<file path="src/rtl/sel2_rr_arbiter.sv">
// Two-requester round-robin packet arbiter driving a 2:1 selector.
// Grants are held for a whole packet; an idle-requester timeout forces release.
module sel2_rr_arbiter #(
    parameter int WIDTH   = 8,
    parameter int TIMEOUT = 15
) (
    input  logic             CLK,
    input  logic             RST,
    input  logic             REQ_A,
    input  logic [WIDTH-1:0] DATA_A,
    input  logic             LAST_A,
    input  logic             REQ_B,
    input  logic [WIDTH-1:0] DATA_B,
    input  logic             LAST_B,
    input  logic             OUT_READY,
    output logic             GNT_A,
    output logic             GNT_B,
    output logic             SEL,
    output logic             OUT_VALID,
    output logic [WIDTH-1:0] OUT_DATA,
    output logic             OUT_LAST,
    output logic             TIMEOUT_ERR
);
    localparam int CW = $clog2(TIMEOUT + 1);

    localparam logic [1:0] S_IDLE = 2'd0;
    localparam logic [1:0] S_GA   = 2'd1;
    localparam logic [1:0] S_GB   = 2'd2;

    logic [1:0]    state_q, state_d;
    logic          sel_q, sel_d;
    logic          ptr_b_q, ptr_b_d;   // 1: B was served last, so A wins a tie
    logic [CW-1:0] cnt_q, cnt_d;
    logic          terr_q, terr_d;

    logic own_req, oth_req, own_last, xfer_last, tmo;

    assign GNT_A       = (state_q == S_GA);
    assign GNT_B       = (state_q == S_GB);
    assign SEL         = sel_q;
    assign TIMEOUT_ERR = terr_q;
    assign OUT_DATA    = sel_q ? DATA_B : DATA_A;
    assign OUT_LAST    = sel_q ? LAST_B : LAST_A;
    assign OUT_VALID   = ~RST & ((GNT_A & REQ_A) | (GNT_B & REQ_B));

    assign own_req   = GNT_B ? REQ_B  : REQ_A;
    assign oth_req   = GNT_B ? REQ_A  : REQ_B;
    assign own_last  = GNT_B ? LAST_B : LAST_A;
    assign xfer_last = OUT_VALID & OUT_READY & own_last;
    // Fires on the edge that closes the TIMEOUT-th consecutive idle cycle.
    assign tmo       = (GNT_A | GNT_B) & ~own_req & (cnt_q == CW'(TIMEOUT - 1));

    always_comb begin
        state_d = state_q;
        sel_d   = sel_q;
        ptr_b_d = ptr_b_q;
        cnt_d   = cnt_q;
        terr_d  = 1'b0;
        case (state_q)
            S_IDLE: begin
                cnt_d = '0;
                if (REQ_A && (!REQ_B || ptr_b_q)) begin
                    state_d = S_GA;
                    sel_d   = 1'b0;
                end else if (REQ_B) begin
                    state_d = S_GB;
                    sel_d   = 1'b1;
                end
            end
            S_GA, S_GB: begin
                if (xfer_last || tmo) begin
                    ptr_b_d = (state_q == S_GB);
                    terr_d  = ~xfer_last;
                    cnt_d   = '0;
                    if (oth_req) begin
                        state_d = (state_q == S_GA) ? S_GB : S_GA;
                        sel_d   = (state_q == S_GA);
                    end else begin
                        state_d = S_IDLE;
                    end
                end else if (own_req) begin
                    cnt_d = '0;
                end else if (cnt_q != {CW{1'b1}}) begin
                    cnt_d = cnt_q + CW'(1);
                end
            end
            default: begin
                state_d = S_IDLE;
                cnt_d   = '0;
            end
        endcase
    end

    always_ff @(posedge CLK) begin
        if (RST) begin
            state_q <= S_IDLE;
            sel_q   <= 1'b0;
            ptr_b_q <= 1'b1;
            cnt_q   <= '0;
            terr_q  <= 1'b0;
        end else begin
            state_q <= state_d;
            sel_q   <= sel_d;
            ptr_b_q <= ptr_b_d;
            cnt_q   <= cnt_d;
            terr_q  <= terr_d;
        end
    end
endmodule

</file>
<file path="config.mk">
export PLATFORM = sky130hd
export DESIGN_NAME = sel2_rr_arbiter
export DESIGN_NICKNAME = d
export VERILOG_FILES = /design/src/rtl/sel2_rr_arbiter.sv
export SDC_FILE = /design/constraint.sdc
export NUM_CORES = 1
export LEC_CHECK = 0
export BUFFER_PORTS_ARGS = -buffer_cell sky130_fd_sc_hd__buf_2
export CAP_MARGIN = 10
export CORE_AREA = 4 4 45 47
export CTS_BUF_LIST = sky130_fd_sc_hd__clkbuf_8
export DETAILED_ROUTE_END_ITERATION = 6
export DIE_AREA = 0 0 49 51
export PLACE_DENSITY_LB_ADDON = 0.12
export SLEW_MARGIN = 10
export SYNTH_ARGS = -nofsm -noshare
export SYNTH_HDL_FRONTEND = slang
export SYNTH_SLANG_ARGS = --single-unit
</file>
<file path="constraint.sdc">
create_clock -name CLK -period 2.63 [get_ports CLK]
set_clock_uncertainty 0.05 [all_clocks]
set_input_delay 0.3945 -clock CLK [delete_from_list [all_inputs] [get_ports CLK]]
set_output_delay 0.3945 -clock CLK [all_outputs]
set_load 0.02 [all_outputs]
</file>
==> results of run 1 <==
-- area by class of cell --
class / count / area [µm²] / area share
sequential: 9 / 180 / 0.190
clock buffer: 3 / 41.3 / 0.0435
clock inverter: 1 / 3.75 / 0.00395
timing repair buffer: 36 / 180 / 0.190
multi-input combinational: 62 / 500 / 0.527
tap: 17 / 21.3 / 0.0224
inverter: 6 / 22.5 / 0.0237
-- power groups by stage --
stage	Combinational, µW	Clock [µW]	Sequential [µW]
after floorplan	404	0	188
after CTS	498	164	197
final	497	158	197
after detailed placement	496	0	200
after global routing	555	171	205
after global placement	489	0	197
-- synthesized netlist by cell type (all sizes together) --
| master | number |
|---|---|
| or3 | 2 |
| xnor2 | 1 |
| o21ai | 4 |
| nor3b | 2 |
| or2b | 1 |
| a22o | 1 |
| nand3b | 1 |
| clkbuf | 1 |
| o211ai | 1 |
| mux2 | 11 |
| nor4b | 1 |
| nor2 | 4 |
| buf | 2 |
| o211a | 2 |
| a31oi | 1 |
| nor2b | 1 |
| nand3 | 3 |
| ha | 6 |
| nor3 | 3 |
| a21oi | 3 |
| dfxtp | 9 |
| a22oi | 1 |
| inv | 6 |
| mux2i | 2 |
| a32oi | 2 |
| nand2 | 7 |
| nor4 | 1 |
| or4 | 1 |
-- worst min-delay path by stage --
| stage | startpoint | end | slack (ns) | cells past startpoint |
|---|---|---|---|---|
| after floorplan | ptr_b_q | ptr_b_q | 0.40 | 2 |
| after global placement | ptr_b_q | ptr_b_q | 0.41 | 2 |
| final | RST | SEL | 0.42 | 2 |
| after detailed placement | ptr_b_q | ptr_b_q | 0.43 | 2 |
| after CTS | RST | SEL | 0.42 | 2 |
| after global routing | RST | state_q[1] | 0.46 | 2 |
-- registers in the layout, indices dropped and copies added, names as in the netlist --
register	cells
cnt_q	4
state_q	2
SEL	1
TIMEOUT_ERR	1
ptr_b_q	1
-- cells in the final DEF (no fill, tap or decap), types with 2 or more instances in the layout --
master and count:
ha_1 6, nor3_1 3, nand3_1 3, nor2_1 4
clkbuf_8 3, dfxtp_1 9, buf_2 36, o21ai_0 3
a21oi_1 3, a32oi_1 2, nor3b_1 2, mux2_2 10
or3_1 2, inv_1 7, nand2_1 7, o211a_1 2
mux2i_1 2
-- per-stage QoR --
step                instances  hold slack (ns)   util  worst slack (ns)  cell area (µm²)
CTS                       134            0.419  0.575             0.343              950
floorplan                  80            0.397      -             0.412              726
global placement          130            0.411  0.548             0.432              905
detailed placement        130            0.431  0.548             0.365              905
finish                    134            0.422  0.575             0.356              950
global route              134            0.456  0.575             0.157              950
-- routing by layer --
| metal | global-route usage | share of wire | vias to the layer above |
|---|---|---|---|
| li1 | - | - | 366 |
| met1 | 0.196 | 0.44 | 308 |
| met2 | 0.209 | 0.44 | 31 |
| met3 | 0.0700 | 0.12 | 0 |
| met4 | 0.0269 | 0 | 0 |
| met5 | 0 | 0 | - |
-- cells by family (layout without fill, tap and decap cells) --
group / count (synthesis) / count (layout) / share of synthesized area
AOI/OAI and AO/OA: 15 / 15 / 0.153
DFF: 9 / 9 / 0.248
muxes: 13 / 13 / 0.203
adders and majority gates: 6 / 6 / 0.103
and+or+nand+nor: 27 / 27 / 0.217
xor gates and xnor gates: 1 / 1 / 0.0121
buffers and inverters: 9 / 46 / 0.0621
==> flow_summary.json, run 1 <==
{
  "outcome": "completed",
  "pwr-share-seq": 0.231,
  "grt_pass1_wl_mm": 2.96,
  "syn_area_um2": 726,
  "cp.required_ns": 2.74,
  "fp.dieH_um": 51,
  "period_share": 0.865,
  "via_count": 705,
  "area_delta_synth_final_pct": 30.9,
  "switching_share": 0.436,
  "drc": 0,
  "grt_max_degree": 12,
  "start_util": 0.439,
  "grt_pass1_vias": 638,
  "synth.area.top_cells": "dfxtp_1 25%, mux2_2 16%, ha_1 10%",
  "fin_nets": 147,
  "cpMaxStageDelayCell": "or4_1",
  "dp_hpwl_mm": 1.36,
  "power.density_mw_per_mm2": 897,
  "tns_ns": 0,
  "avgRoutedWirePerCell_um": 12.4,
  "clk_pin_slew_ns": 0.05,
  "synth_seq_area_share": 0.248,
  "drv_slew": 0,
  "synth_area_per_cell_um2": 9.07,
  "wirelength_mm": 1.66,
  "cts_buffers": 3,
  "cp-startpoint": "state_q[0]",
  "drt-initial-drc-count": 7,
  "slowest_delay_ns": 0.53,
  "hp-class": "primary input to flip-flop",
  "firstDrtPassIters": 4,
  "num_rows": 15,
  "rsz0062_at_grt": "false",
  "place.gp.congestion": 0.835,
  "crit_path_start_kind": "flip-flop",
  "combinationalPowerShare": 0.583,
  "port_buffers": 36,
  "fin_crit_ns": 2.27,
  "ios": 37,
  "tightestPinTransition_ns": 0.434,
  "grt_antenna_before_repair": 0,
  "n_antenna_cell": 0,
  "yosysTopAreaCellShare": 0.248,
  "ant_nets": 0,
  "power_uw": 851,
  "post_cts_buffers": 0,
  "drv_cap": 0,
  "coreArea_mm2": 0.00165,
  "cp.depth": 7,
  "p_sw_uw": 371,
  "regToRegSetupSlack_ns": 0.36,
  "die_area_mm2": 0.00250,
  "cts_hold_buf": 0,
  "max_freq_ghz": 0.440,
  "track_usage": 0.145,
  "cts_max_level": 1,
  "critPathMaxFanout": 7,
  "netlist_instances": 80,
  "crit_buf_inv": 1,
  "cts_sinks": 9,
  "cp_top_family": "simple AND/OR/NAND/NOR gates",
  "crit-reg2reg-launch": "state_q[0]",
  "ys_ff_latch": 9,
  "peakVddDrop_v": 0.000563,
  "nFillCells": 157,
  "via_per_inst": 5.26,
  "p_clk_frac": 0.185,
  "hold_viol": 0,
  "reg2regPathDepth": 7,
  "die_w_um": 49,
  "yosys_warnings": 0,
  "yosysUniqueCellTypes": 31,
  "slew-limit-headroom": 0.710,
  "p_int_uw": 480,
  "clk-insertion-delay-late_ns": 0.23,
  "cts-root-buf": "clkbuf_8",
  "syn_nets": 109,
  "crit_chain": "inv_1 -> ha_1 -> a22oi_2 -> nor4b_4 -> o21ai_2 -> or4_1 -> a21oi_1",
  "yosys.area.top_type": "dfxtp_1",
  "critPathArrivalTime_ns": 2.39,
  "cts_buffer_depth": 2,
  "p_leak_uw": 0.000459,
  "cts_tree": "yes",
  "finalSetupViolCount": 0,
  "timing.rr.end": "SEL",
  "setup.worst_path.end_class": "flip-flop",
  "gr-total-overflow": 0,
  "crit_type": "flip-flop to flip-flop",
  "drive_above_1_share": 0.453,
  "crit_end": "SEL",
  "cts-resized-gates": 0
}
Power figures use the tool's default switching activity.
==> inputs of run 2 (changes only) <==
CELL_PAD_IN_SITES_DETAIL_PLACEMENT = 0   (was unset)
CELL_PAD_IN_SITES_GLOBAL_PLACEMENT = 1   (was unset)
CORE_AREA = 4 4 52 54   (was 4 4 45 47)
DIE_AREA = 0 0 56 58   (was 0 0 49 51)
==> run 2 against run 1 <==
Core utilization is 14 points lower; sequential share of layout area is 0.27 points lower; non-clock buffer count stayed put; cell count is 8.2% higher; sequential power about the same; critical endpoint unchanged; total power is 1.1% higher; critical path depth stayed put; fmax decreased by 2.0%; combinational power increased by 2%.
==> flow_summary.json, run 2 (synthesis results as in run 1) <==
{
  "slew-limit-headroom": 0.730,
  "setup.worst_path.end_class": "flip-flop",
  "coreArea_mm2": 0.00221,
  "p_sw_uw": 380,
  "finalSetupViolCount": 0,
  "cts_buffers": 3,
  "tns_ns": 0,
  "p_clk_frac": 0.183,
  "drv_slew": 0,
  "largest_reg_flops": 4,
  "fp.dieH_um": 58,
  "grt_pass1_wl_mm": 2.85,
  "port_buffers": 36,
  "crit_type": "flip-flop to flip-flop",
  "place.gp.congestion": 0.758,
  "start_util": 0.328,
  "fin_nets": 147,
  "drt-initial-drc-count": 21,
  "power.density_mw_per_mm2": 894,
  "ant_nets": 0,
  "crit_path_start_kind": "flip-flop",
  "post_cts_buffers": 0,
  "hp-class": "flip-flop to flip-flop",
  "drv_cap": 0,
  "clk-insertion-delay-late_ns": 0.23,
  "rsz0062_at_grt": "false",
  "pwr-share-seq": 0.229,
  "drt-met1-wl_um": 845,
  "drive_above_1_share": 0.453,
  "grt_antenna_before_repair": 0,
  "combinationalPowerShare": 0.589,
  "cts_hold_buf": 0,
  "via_per_inst": 4.93,
  "cts-resized-gates": 0,
  "num_rows": 17,
  "p_int_uw": 481,
  "cts-root-buf": "clkbuf_8",
  "firstDrtPassIters": 4,
  "die_w_um": 56,
  "n_antenna_cell": 0,
  "dr_wl_met2_um": 783,
  "wirelength_mm": 1.85,
  "period_share": 0.882,
  "max_freq_ghz": 0.431,
  "grt_pass1_vias": 619,
  "clk_pin_slew_ns": 0.05,
  "final_cell_mix": "36 x buf_2, 10 x mux2_2, 9 x dfxtp_1",
  "gr-total-overflow": 0,
  "final_common_cell": "buf_2",
  "area_delta_synth_final_pct": 32.8,
  "cts_max_level": 1,
  "track_usage": 0.111,
  "grt_max_degree": 12,
  "highest_layer": "met4",
  "outcome": "completed",
  "largest_register": "cnt_q",
  "via_count": 715,
  "utilization": 0.436,
  "dp_hpwl_mm": 1.50,
  "die_area_mm2": 0.00325,
  "hold_viol": 0,
  "peakVddDrop_v": 0.000422,
  "nFillCells": 233,
  "switching_share": 0.441,
  "p_leak_uw": 0.000459,
  "holdWs_ns": 0.431,
  "cts_buffer_depth": 2,
  "cts_sinks": 9,
  "critPathMaxFanout": 7,
  "ios": 37,
  "tightestPinTransition_ns": 0.404,
  "cts_tree": "yes",
  "avgRoutedWirePerCell_um": 12.8,
  "reg.largest.list": "cnt_q x4, state_q x2",
  "critPathArrivalTime_ns": 2.43,
  "cp.required_ns": 2.74,
  "drc": 0,
  "fin_crit_ns": 2.32,
  "wl_met3_um": 184
}
run 2: cell counts in the layout (fill, tap and decap cells not counted):
No cell type changed its count.
run 2: final timing paths:
path,depth (start not counted),to,slack [ns],from
worst min-delay path,2,ptr_b_q,0.43,ptr_b_q
worst min register to register,2,ptr_b_q,0.43,ptr_b_q
worst max-delay path,7,SEL,0.31,state_q[0]
worst max register to register,7,SEL,0.31,state_q[0]
run 2: worst max-delay path, stage by stage, from the launching register on:
cell     delay [ns]
dfxtp_1        0.33
inv_1          0.09
ha_1           0.35
a22oi_2        0.17
nor4b_4        0.41
o21ai_2        0.17
or4_1          0.54
a21oi_1        0.15
run 2: stage by stage:
stage / instances / worst slack [ns] / total power (µW) / cell area (µm²)
final: 145 / 0.310 / 861 / 963
after global routing: 145 / 0.202 / 927 / 963
after CTS: 145 / 0.311 / 872 / 963
after detailed placement: 141 / 0.348 / 706 / 918
after global placement: 141 / 0.400 / 699 / 918
after floorplan: 80 / 0.412 / 592 / 726
run 2: power by group through the flow:
| stage | Sequential, µW | Combinational, µW | Clock (µW) |
|---|---|---|---|
| 2_1_floorplan | 188 | 404 | 0 |
| 4_1_cts | 197 | 511 | 164 |
| 3_3_place_gp | 197 | 501 | 0 |
| 5_1_grt | 203 | 552 | 172 |
| 6_report | 197 | 507 | 157 |
| 3_5_place_dp | 200 | 506 | 0 |
run 2: layout make-up:
cell class	instances	area, µm²	share of cell area
Multi-Input combinational cell	62	500	0.519
Clock buffer	3	41.3	0.0429
Tap cell	28	35.0	0.0364
Inverter	6	22.5	0.0234
Clock inverter	1	3.75	0.00390
Sequential cell	9	180	0.187
Timing Repair Buffer	36	180	0.187
run 2: layer usage:
| metal | up-vias | track usage |
|---|---|---|
| met2 | 26 | 0.169 |
| met3 | 4 | 0.0423 |
| met4 | 0 | 0.0508 |
| met5 | - | 0 |
| met1 | 321 | 0.138 |
| li1 | 364 | - |
